**config.mk**
```make
export PLATFORM = sky130hd
export DESIGN_NAME = seq_alu
export DESIGN_NICKNAME = d
export VERILOG_FILES = /design/src/rtl/seq_alu.sv
export SDC_FILE = /design/constraint.sdc
export NUM_CORES = 1
export LEC_CHECK = 0
export CAP_MARGIN = 10
export CORE_MARGIN = 5
export CORE_UTILIZATION = 34
export DETAILED_ROUTE_END_ITERATION = 10
export PLACE_DENSITY_LB_ADDON = 0.25
export SLEW_MARGIN = 20
export SYNTH_ARGS = -nofsm -noshare
export SYNTH_HDL_FRONTEND = slang
export SYNTH_SLANG_ARGS = --single-unit
```
**constraint.sdc**
```tcl
create_clock -name clk -period 3.6 [get_ports clk]
set_clock_uncertainty 0.2 [all_clocks]
set_input_delay 0.9 -clock clk [delete_from_list [all_inputs] [get_ports clk]]
set_output_delay 0.9 -clock clk [all_outputs]
set_load 0.005 [all_outputs]
```
**src/rtl/seq_alu.sv**
```systemverilog
// -----------------------------------------------------------------------------
// seq_alu -- sequential ALU with a valid/ready handshake on both sides.
//
// An operation is accepted in IDLE when in_valid and in_ready are both high.
// Single-cycle ops (ADD, SUB, AND, OR, XOR, SHL, SHR) are evaluated at accept
// and registered, so the block is in DONE on the next cycle. MUL is an
// unsigned shift-add multiplier that spends exactly WIDTH cycles in the MUL
// state before it moves to DONE. DONE holds result and flags until the
// consumer takes them with out_ready. A new operation is accepted no earlier
// than the cycle after that.
//
// Configuration macro: SEQ_ALU_MUL_EN
//   defined   : opcode 111 runs the shift-add multiplier (MUL state present).
//   undefined : there is no MUL state. Opcode 111 completes in one cycle with
//               result=0, zero=1, overflow=0, carry=0, err=1.
//
// Parameters
//   WIDTH      operand/result width in bits (4..32), default 8
//
// Ports
//   clk        in   1      rising-edge clock
//   rst        in   1      synchronous active-high reset
//   in_valid   in   1      operands/opcode presented
//   in_ready   out  1      high only in IDLE
//   a          in   WIDTH  operand A
//   b          in   WIDTH  operand B; also the shift amount
//   op         in   3      opcode: 000 ADD, 001 SUB, 010 AND, 011 OR, 100 XOR,
//                          101 SHL, 110 SHR, 111 MUL
//   out_valid  out  1      result and flags valid (DONE state)
//   out_ready  in   1      consumer takes the result
//   result     out  WIDTH  registered result
//   zero       out  1      result == 0
//   overflow   out  1      signed overflow (ADD/SUB) or truncation (MUL)
//   carry      out  1      ADD carry-out / SUB borrow
//   err        out  1      opcode not supported in this build
// -----------------------------------------------------------------------------
module seq_alu #(
   parameter int WIDTH = 8
) (
   input  logic             clk,
   input  logic             rst,
   input  logic             in_valid,
   output logic             in_ready,
   input  logic [WIDTH-1:0] a,
   input  logic [WIDTH-1:0] b,
   input  logic [2:0]       op,
   output logic             out_valid,
   input  logic             out_ready,
   output logic [WIDTH-1:0] result,
   output logic             zero,
   output logic             overflow,
   output logic             carry,
   output logic             err
);

   localparam logic [2:0] OP_ADD = 3'b000;
   localparam logic [2:0] OP_SUB = 3'b001;
   localparam logic [2:0] OP_AND = 3'b010;
   localparam logic [2:0] OP_OR  = 3'b011;
   localparam logic [2:0] OP_XOR = 3'b100;
   localparam logic [2:0] OP_SHL = 3'b101;
   localparam logic [2:0] OP_SHR = 3'b110;
   localparam logic [2:0] OP_MUL = 3'b111;

   // Shift amounts at or above this value push every bit out of the word.
   localparam logic [WIDTH-1:0] LP_WIDTH_V = WIDTH'(WIDTH);

`ifdef SEQ_ALU_MUL_EN
   typedef enum logic [1:0] {
      S_IDLE = 2'd0,
      S_MUL  = 2'd1,
      S_DONE = 2'd2
   } state_t;
`else
   typedef enum logic [1:0] {
      S_IDLE = 2'd0,
      S_DONE = 2'd2
   } state_t;
`endif

   state_t r_state;
   state_t w_state_next;

   // Asserted when a single-cycle result from the combinational ALU is loaded.
   logic w_load_alu;

   // Result/flag registers.
   logic [WIDTH-1:0] r_result;
   logic             r_zero;
   logic             r_overflow;
   logic             r_carry;
   logic             r_err;

   // ---------------------------------------------------------------------
   // Single-cycle ALU, evaluated on the live inputs. It is used only in the
   // accept cycle, so the operands are effectively captured at accept.
   // ---------------------------------------------------------------------
   logic [WIDTH:0]   w_sum;
   logic [WIDTH:0]   w_diff;
   logic             w_shift_oob;
   logic [WIDTH-1:0] w_alu_result;
   logic             w_alu_overflow;
   logic             w_alu_carry;
   logic             w_alu_err;

   assign w_sum       = {1'b0, a} + {1'b0, b};
   // Bit WIDTH of the extended difference is the unsigned borrow (a < b).
   assign w_diff      = {1'b0, a} - {1'b0, b};
   assign w_shift_oob = (b >= LP_WIDTH_V);

   always_comb begin
      w_alu_result   = '0;
      w_alu_overflow = 1'b0;
      w_alu_carry    = 1'b0;
      w_alu_err      = 1'b0;
      case (op)
         OP_ADD: begin
            w_alu_result   = w_sum[WIDTH-1:0];
            w_alu_carry    = w_sum[WIDTH];
            // Same-sign operands with a result of the other sign.
            w_alu_overflow = (a[WIDTH-1] == b[WIDTH-1]) &&
                             (w_sum[WIDTH-1] != a[WIDTH-1]);
         end
         OP_SUB: begin
            w_alu_result   = w_diff[WIDTH-1:0];
            w_alu_carry    = w_diff[WIDTH];
            // Operands of different sign with a result whose sign differs
            // from a.
            w_alu_overflow = (a[WIDTH-1] != b[WIDTH-1]) &&
                             (w_diff[WIDTH-1] != a[WIDTH-1]);
         end
         OP_AND: w_alu_result = a & b;
         OP_OR:  w_alu_result = a | b;
         OP_XOR: w_alu_result = a ^ b;
         OP_SHL: w_alu_result = w_shift_oob ? '0 : (a << b);
         OP_SHR: w_alu_result = w_shift_oob ? '0 : (a >> b);
         OP_MUL: begin
`ifndef SEQ_ALU_MUL_EN
            // Without the multiplier, MUL completes at once as an error.
            w_alu_err = 1'b1;
`endif
         end
         default: begin
            w_alu_result = '0;
         end
      endcase
   end

`ifdef SEQ_ALU_MUL_EN
   // ---------------------------------------------------------------------
   // Shift-add multiplier. The multiplicand shifts left and the multiplier
   // shifts right once per cycle; the accumulator adds the multiplicand
   // whenever the current multiplier LSB is set. After WIDTH steps the
   // accumulator holds the full 2*WIDTH product.
   // ---------------------------------------------------------------------
   localparam int              CNT_W   = $clog2(WIDTH);
   localparam logic [CNT_W-1:0] LP_LAST = CNT_W'(WIDTH - 1);

   logic [2*WIDTH-1:0] r_mcand;
   logic [WIDTH-1:0]   r_mplier;
   logic [2*WIDTH-1:0] r_acc;
   logic [CNT_W-1:0]   r_cnt;
   logic [2*WIDTH-1:0] w_acc_next;
   logic               w_mul_start;
   logic               w_mul_done;

   assign w_acc_next  = r_acc + (r_mplier[0] ? r_mcand : '0);
   assign w_mul_start = (r_state == S_IDLE) && in_valid && (op == OP_MUL);
   assign w_mul_done  = (r_state == S_MUL) && (r_cnt == LP_LAST);

   always_ff @(posedge clk) begin
      if (rst) begin
         r_mcand  <= '0;
         r_mplier <= '0;
         r_acc    <= '0;
         r_cnt    <= '0;
      end else if (w_mul_start) begin
         r_mcand  <= {{WIDTH{1'b0}}, a};
         r_mplier <= b;
         r_acc    <= '0;
         r_cnt    <= '0;
      end else if (r_state == S_MUL) begin
         r_mcand  <= r_mcand << 1;
         r_mplier <= r_mplier >> 1;
         r_acc    <= w_acc_next;
         r_cnt    <= r_cnt + CNT_W'(1);
      end
   end
`endif

   // ---------------------------------------------------------------------
   // FSM: state register.
   // ---------------------------------------------------------------------
   always_ff @(posedge clk) begin
      if (rst) begin
         r_state <= S_IDLE;
      end else begin
         r_state <= w_state_next;
      end
   end

   // ---------------------------------------------------------------------
   // FSM: next state and handshake outputs.
   // ---------------------------------------------------------------------
   always_comb begin
      w_state_next = r_state;
      in_ready     = 1'b0;
      out_valid    = 1'b0;
      w_load_alu   = 1'b0;
      case (r_state)
         S_IDLE: begin
            in_ready = 1'b1;
            if (in_valid) begin
`ifdef SEQ_ALU_MUL_EN
               if (op == OP_MUL) begin
                  w_state_next = S_MUL;
               end else begin
                  w_state_next = S_DONE;
                  w_load_alu   = 1'b1;
               end
`else
               w_state_next = S_DONE;
               w_load_alu   = 1'b1;
`endif
            end
         end
`ifdef SEQ_ALU_MUL_EN
         S_MUL: begin
            if (r_cnt == LP_LAST) begin
               w_state_next = S_DONE;
            end
         end
`endif
         S_DONE: begin
            out_valid = 1'b1;
            // Return to IDLE only; the next accept happens a cycle later.
            if (out_ready) begin
               w_state_next = S_IDLE;
            end
         end
         default: begin
            w_state_next = S_IDLE;
         end
      endcase
   end

   // ---------------------------------------------------------------------
   // Result and flag registers. They load only on a completing operation, so
   // they hold steady throughout DONE regardless of out_ready.
   // ---------------------------------------------------------------------
   always_ff @(posedge clk) begin
      if (rst) begin
         r_result   <= '0;
         r_zero     <= 1'b0;
         r_overflow <= 1'b0;
         r_carry    <= 1'b0;
         r_err      <= 1'b0;
      end else if (w_load_alu) begin
         r_result   <= w_alu_result;
         r_zero     <= (w_alu_result == '0);
         r_overflow <= w_alu_overflow;
         r_carry    <= w_alu_carry;
         r_err      <= w_alu_err;
      end
`ifdef SEQ_ALU_MUL_EN
      else if (w_mul_done) begin
         // Take the final step's sum directly so that DONE is entered on the
         // same edge as the last shift-add.
         r_result   <= w_acc_next[WIDTH-1:0];
         r_zero     <= (w_acc_next[WIDTH-1:0] == '0);
         r_overflow <= |w_acc_next[2*WIDTH-1:WIDTH];
         r_carry    <= 1'b0;
         r_err      <= 1'b0;
      end
`endif
   end

   assign result   = r_result;
   assign zero     = r_zero;
   assign overflow = r_overflow;
   assign carry    = r_carry;
   assign err      = r_err;

endmodule

```
# After elaboration in Yosys (flattened, before gate mapping)
# Index checks and enable logic that the tools add are counted.
# word_totals
romBits	0
memories	0
word_cells	47
regBits	14
inputBits	23
ram_bits	0
latchBits	0
# classes
n_reduce_logical	6
bitwise	3
div	0
add_sub_neg	2
muxes	13
n_lt_le_gt_ge	1
multipliers	0
n_eq_ne	14
shifts	2
# ops
op	n
8-bit case mux with 7 select lines	1
8-bit 2-to-1 mux	2
3-bit == test, second input constant	4
8-bit by 8-bit adder with 9-bit output	1
8-bit by 8-bit subtractor with 9-bit output	1
8-bit bitwise AND	1
8-bit by 4-bit greater-or-equal comparator with 1-bit output, second input constant	1
8-bit logical NOT	1
8-bit OR	1
8-bit by 8-bit left shift with 8-bit output	1
8-bit by 8-bit right shift with 8-bit output	1
8-bit bitwise XOR	1
3-bit by 2-bit == test with 1-bit output, second input constant	2
1-bit 2-to-1 mux	5
2-bit 2-to-1 mux	2
2-bit != test, second input constant	2
1-bit case mux with 2 select lines	2
2-bit case mux with 2 select lines	1
3-bit by 1-bit == test with 1-bit output, second input constant	1
3-bit logical NOT	1
1-bit != test	3
2-bit == test, second input constant	1
1-bit logical AND	2
2-bit logical NOT	1
2 further kinds	2

# Logic depth before layout (Yosys ltp)
# logic_depth
ltp_word	4
depth_mapped	11
ltp_nobuf	11

# Least setup slack after synthesis
# Ideal clock, no wire load.
# synth_timing
kind	in2reg
from	input port b[1]
to	register r_zero (netlist: zero)
setup_time_ns	0.088
path_slack_ns	0.126
arrival_time_ns	3.186
cell_stages	10
required_ns	3.312
path_cell_list	buf_2 -> inv_1 -> ha_1 -> a211oi_2 -> o21bai_1 -> a2111oi_2 -> nor3b_1 -> nand4b_1 -> or4_1 -> o32ai_2
# synth_between
elab_chain_len	4
elab_cells_between_ends	12
# synth_rtl
element	line	rtl
start: declaration	45	input logic [WIDTH-1:0] b,
8-bit by 4-bit greater-or-equal comparator with 1-bit output, or another cell as far along	109	assign w_shift_oob = (b >= LP_WIDTH_V);
8-bit 2-to-1 mux, on equally long branches	136, 135	
8-bit case mux with 7 select lines *	116	case (op)
8-bit logical NOT *	260	r_zero <= (w_alu_result == '0);
end signal: assignment	260	
end: declaration	89	logic r_zero;
# Mark *: on every way between the ends. The rest lies on a longest branch, timed or not.
# A chain may end at the register's enable or synchronous reset.

# Worst setup path in the final report
# layout_timing
from	input port b[2]
to	register r_zero (netlist: zero)
# The elaborated chain is that of the path after synthesis.

==> flow_summary.json <==
{
  "status": "finished clean",
  "yosysSeqAreaShare_pct": 11.2,
  "cts_root_buf": "clkbuf_8",
  "syn_inst": 304,
  "clockBufferDepth": 2,
  "hold_depth": 2,
  "antenna_found_initial": 0,
  "ys.flop_type": "dfxtp_1",
  "finalCritPeriodShare_pct": 96.2,
  "setup_slack_ps": 135,
  "start_kind": "input pin",
  "drv_slew": 0,
  "firstDrtPassIters": 4,
  "ys_top_cells_by_area": "ha_1 14%, dfxtp_1 11%, mux2i_1 6.5%",
  "gr-total-overflow": 0,
  "drt_iter0_drc": 164,
  "rsz0062_at_grt": "false",
  "grt_util_all_layers_pct": 17.3,
  "wire_per_inst_um": 15.7,
  "finalPower_mw": 0.693,
  "reg2reg_depth": 8,
  "wl_met1_um": 3540,
  "die_area_mm2": 0.00858,
  "portBuffers": 36,
  "syn_area_per_cell_um2": 7.63,
  "hold_viol_final": 0,
  "synth.cells.most_frequent": "31 x nor2_1, 27 x inv_1, 26 x ha_1",
  "hp-class": "reg -> reg",
  "vias_per_cell": 5.39,
  "synth_seq_cells": 13,
  "grt_pass1_vias": 2478,
  "h-tree-depth": 1,
  "core-area_mm2": 0.00672,
  "multi_input_area_mm2": 0.00195,
  "wl_um": 7450,
  "synthArstFlopShare_pct": 0,
  "cts_tree": "done",
  "wl_met2_um": 3470,
  "place_congestion": 0.897,
  "required_ps": 3550,
  "grt_pass1_wl_um": 12300,
  "drtAntennaViolNets": 0,
  "start_util_pct": 34.5,
  "diodes": 0,
  "leakagePower_nw": 1.42,
  "wl_met3_um": 351,
  "synth.most_common_cell": "nor2_1",
  "hpwlAfterDp_um": 6000,
  "setup_viol": 0,
  "synth.net_count": 355,
  "die_w_um": 92.6,
  "synth_edf_count": 0,
  "final_area_mm2": 0.00335,
  "holdWs_ps": 262,
  "fin_setup_tns_ps": 0,
  "ys_types": 72,
  "io_pins": 37,
  "netlist.area_leader.share_pct": 14.0,
  "drv_cap": 0,
  "synth_top_area_cell": "ha_1",
  "critPathCaptureType": "flop",
  "num_rows": 30,
  "num_vias": 2557,
  "ctsHoldBuffers": 0,
  "n_fill_cell": 668,
  "nets": 446,
  "place_ws_ps": -461,
  "area.growth.synth_to_final_pct": 44.5,
  "seq_area_um2": 260,
  "drc": 0,
  "top_layer": "met4",
  "place_area_mm2": 0.00316,
  "fp.dieH_um": 92.6,
  "cts_sinks": 13,
  "clock_latency_ps": 240,
  "fmax_mhz": 289,
  "ir_worst_vdd_mv": 0.112,
  "grt_max_degree": 21,
  "cts_made_buffers": 3,
  "slew-limit-headroom_pct": 71.3,
  "power_density_mw_per_mm2": 207,
  "synth_area_mm2": 0.00232,
  "fin_crit_ps": 3460,
  "path_class": "in -> reg",
  "worstPathArrival_ps": 3420,
  "drive_gt1_share_pct": 24.9,
  "stdcell_count": 474,
  "clkTransAtPathRegs_ps": 50,
  "numPlacedInstances": 465,
  "postLayoutCoreUtil_pct": 49.9,
  "crit_fanout": 14,
  "worst_slew_pin_slew_ps": 429,
  "yosysWarnings": 0
}
==> cell families (layout without fill, tap and decap cells) <==
group / Yosys count / count (layout) / share of synthesized area, %
buffers and inverters: 47 / 137 / 9.11
AND/OR/NAND/NOR: 105 / 105 / 23.9
AO/OA/AOI/OAI: 89 / 89 / 29.7
XOR/XNOR: 4 / 4 / 1.51
flip-flops: 13 / 13 / 11.2
multiplexers: 18 / 18 / 8.89
adder cells (fa/ha/maj): 28 / 28 / 15.7
==> repair_timing <==
action | CTS | global route
gates cloned | 0 | 0
pin swaps | 4 | 3
setup endpoints to repair | 2 | 3
hold endpoints to repair | 0 | 0
buffers inserted | 5 | 0
gates resized for setup | 15 | 13
==> per-layer routing <==
layer	vias to the layer above	track usage [%]
li1	1316	-
met1	1159	24.0
met2	74	29.2
met3	8	1.22
met4	0	3.66
met5	-	0
==> power by group <==
group | total, mW | internal, mW | leakage, nW | switching (mW)
registers | 0.161 | 0.155 | 0.107 | 0.00576
clock network | 0.126 | 0.0779 | 0.0228 | 0.0480
logic | 0.406 | 0.209 | 1.29 | 0.197
total | 0.693 | 0.442 | 1.42 | 0.251
==> worst max-delay path, cell delays in order <==
cell and delay (ps):
clkdlybuf4s50_1 500, buf_6 180, ha_4 170, buf_4 130, o21ai_1 80, o21bai_2 180
a2111oi_4 110, buf_4 150, buf_4 130, o211ai_1 200, nand4b_1 160, or4_4 430
o32ai_2 90
==> final cells by class <==
type,instances,area share [%]
well taps,80,2.99
clock buffers,4,1.34
inverters,28,3.13
multi-input cells,244,58.0
repair buffers,105,26.8
flip-flops and latches,13,7.76
==> flip-flops by register name, summed over array words and instances (netlist names) <==
register  cells
result        8
zero          1
err           1
overflow      1
carry         1
r_state       1
==> worst paths after layout <==
| kind | start | endpoint | slack [ps] |
|---|---|---|---|
| worst max register to register | r_state[1]$_SDFFE_PP0P_ | zero$_SDFFE_PP0P_ | 1720 |
| worst max-delay path | b[2] | zero$_SDFFE_PP0P_ | 140 |
| worst min-delay path | result[3]$_SDFFE_PP0P_ | result[3]$_SDFFE_PP0P_ | 260 |
| worst min register to register | result[3]$_SDFFE_PP0P_ | result[3]$_SDFFE_PP0P_ | 260 |
==> cells in the final DEF, fill, tap and decap left out, types with 5 or more instances in the layout <==
cell / instances
buf_4: 64
clkdlybuf4s50_1: 32
nor2_1: 31
inv_1: 27
ha_1: 21
nand2_1: 20
mux2i_1: 15
a21oi_1: 13
dfxtp_1: 13
nor3_1: 11
a211oi_1: 9
o21ai_0: 8
nand3_1: 7
o211ai_1: 6
nand2b_1: 6
nor2b_1: 5
a31oi_1: 5
a221oi_1: 5
(Power assumes the default switching activity.)
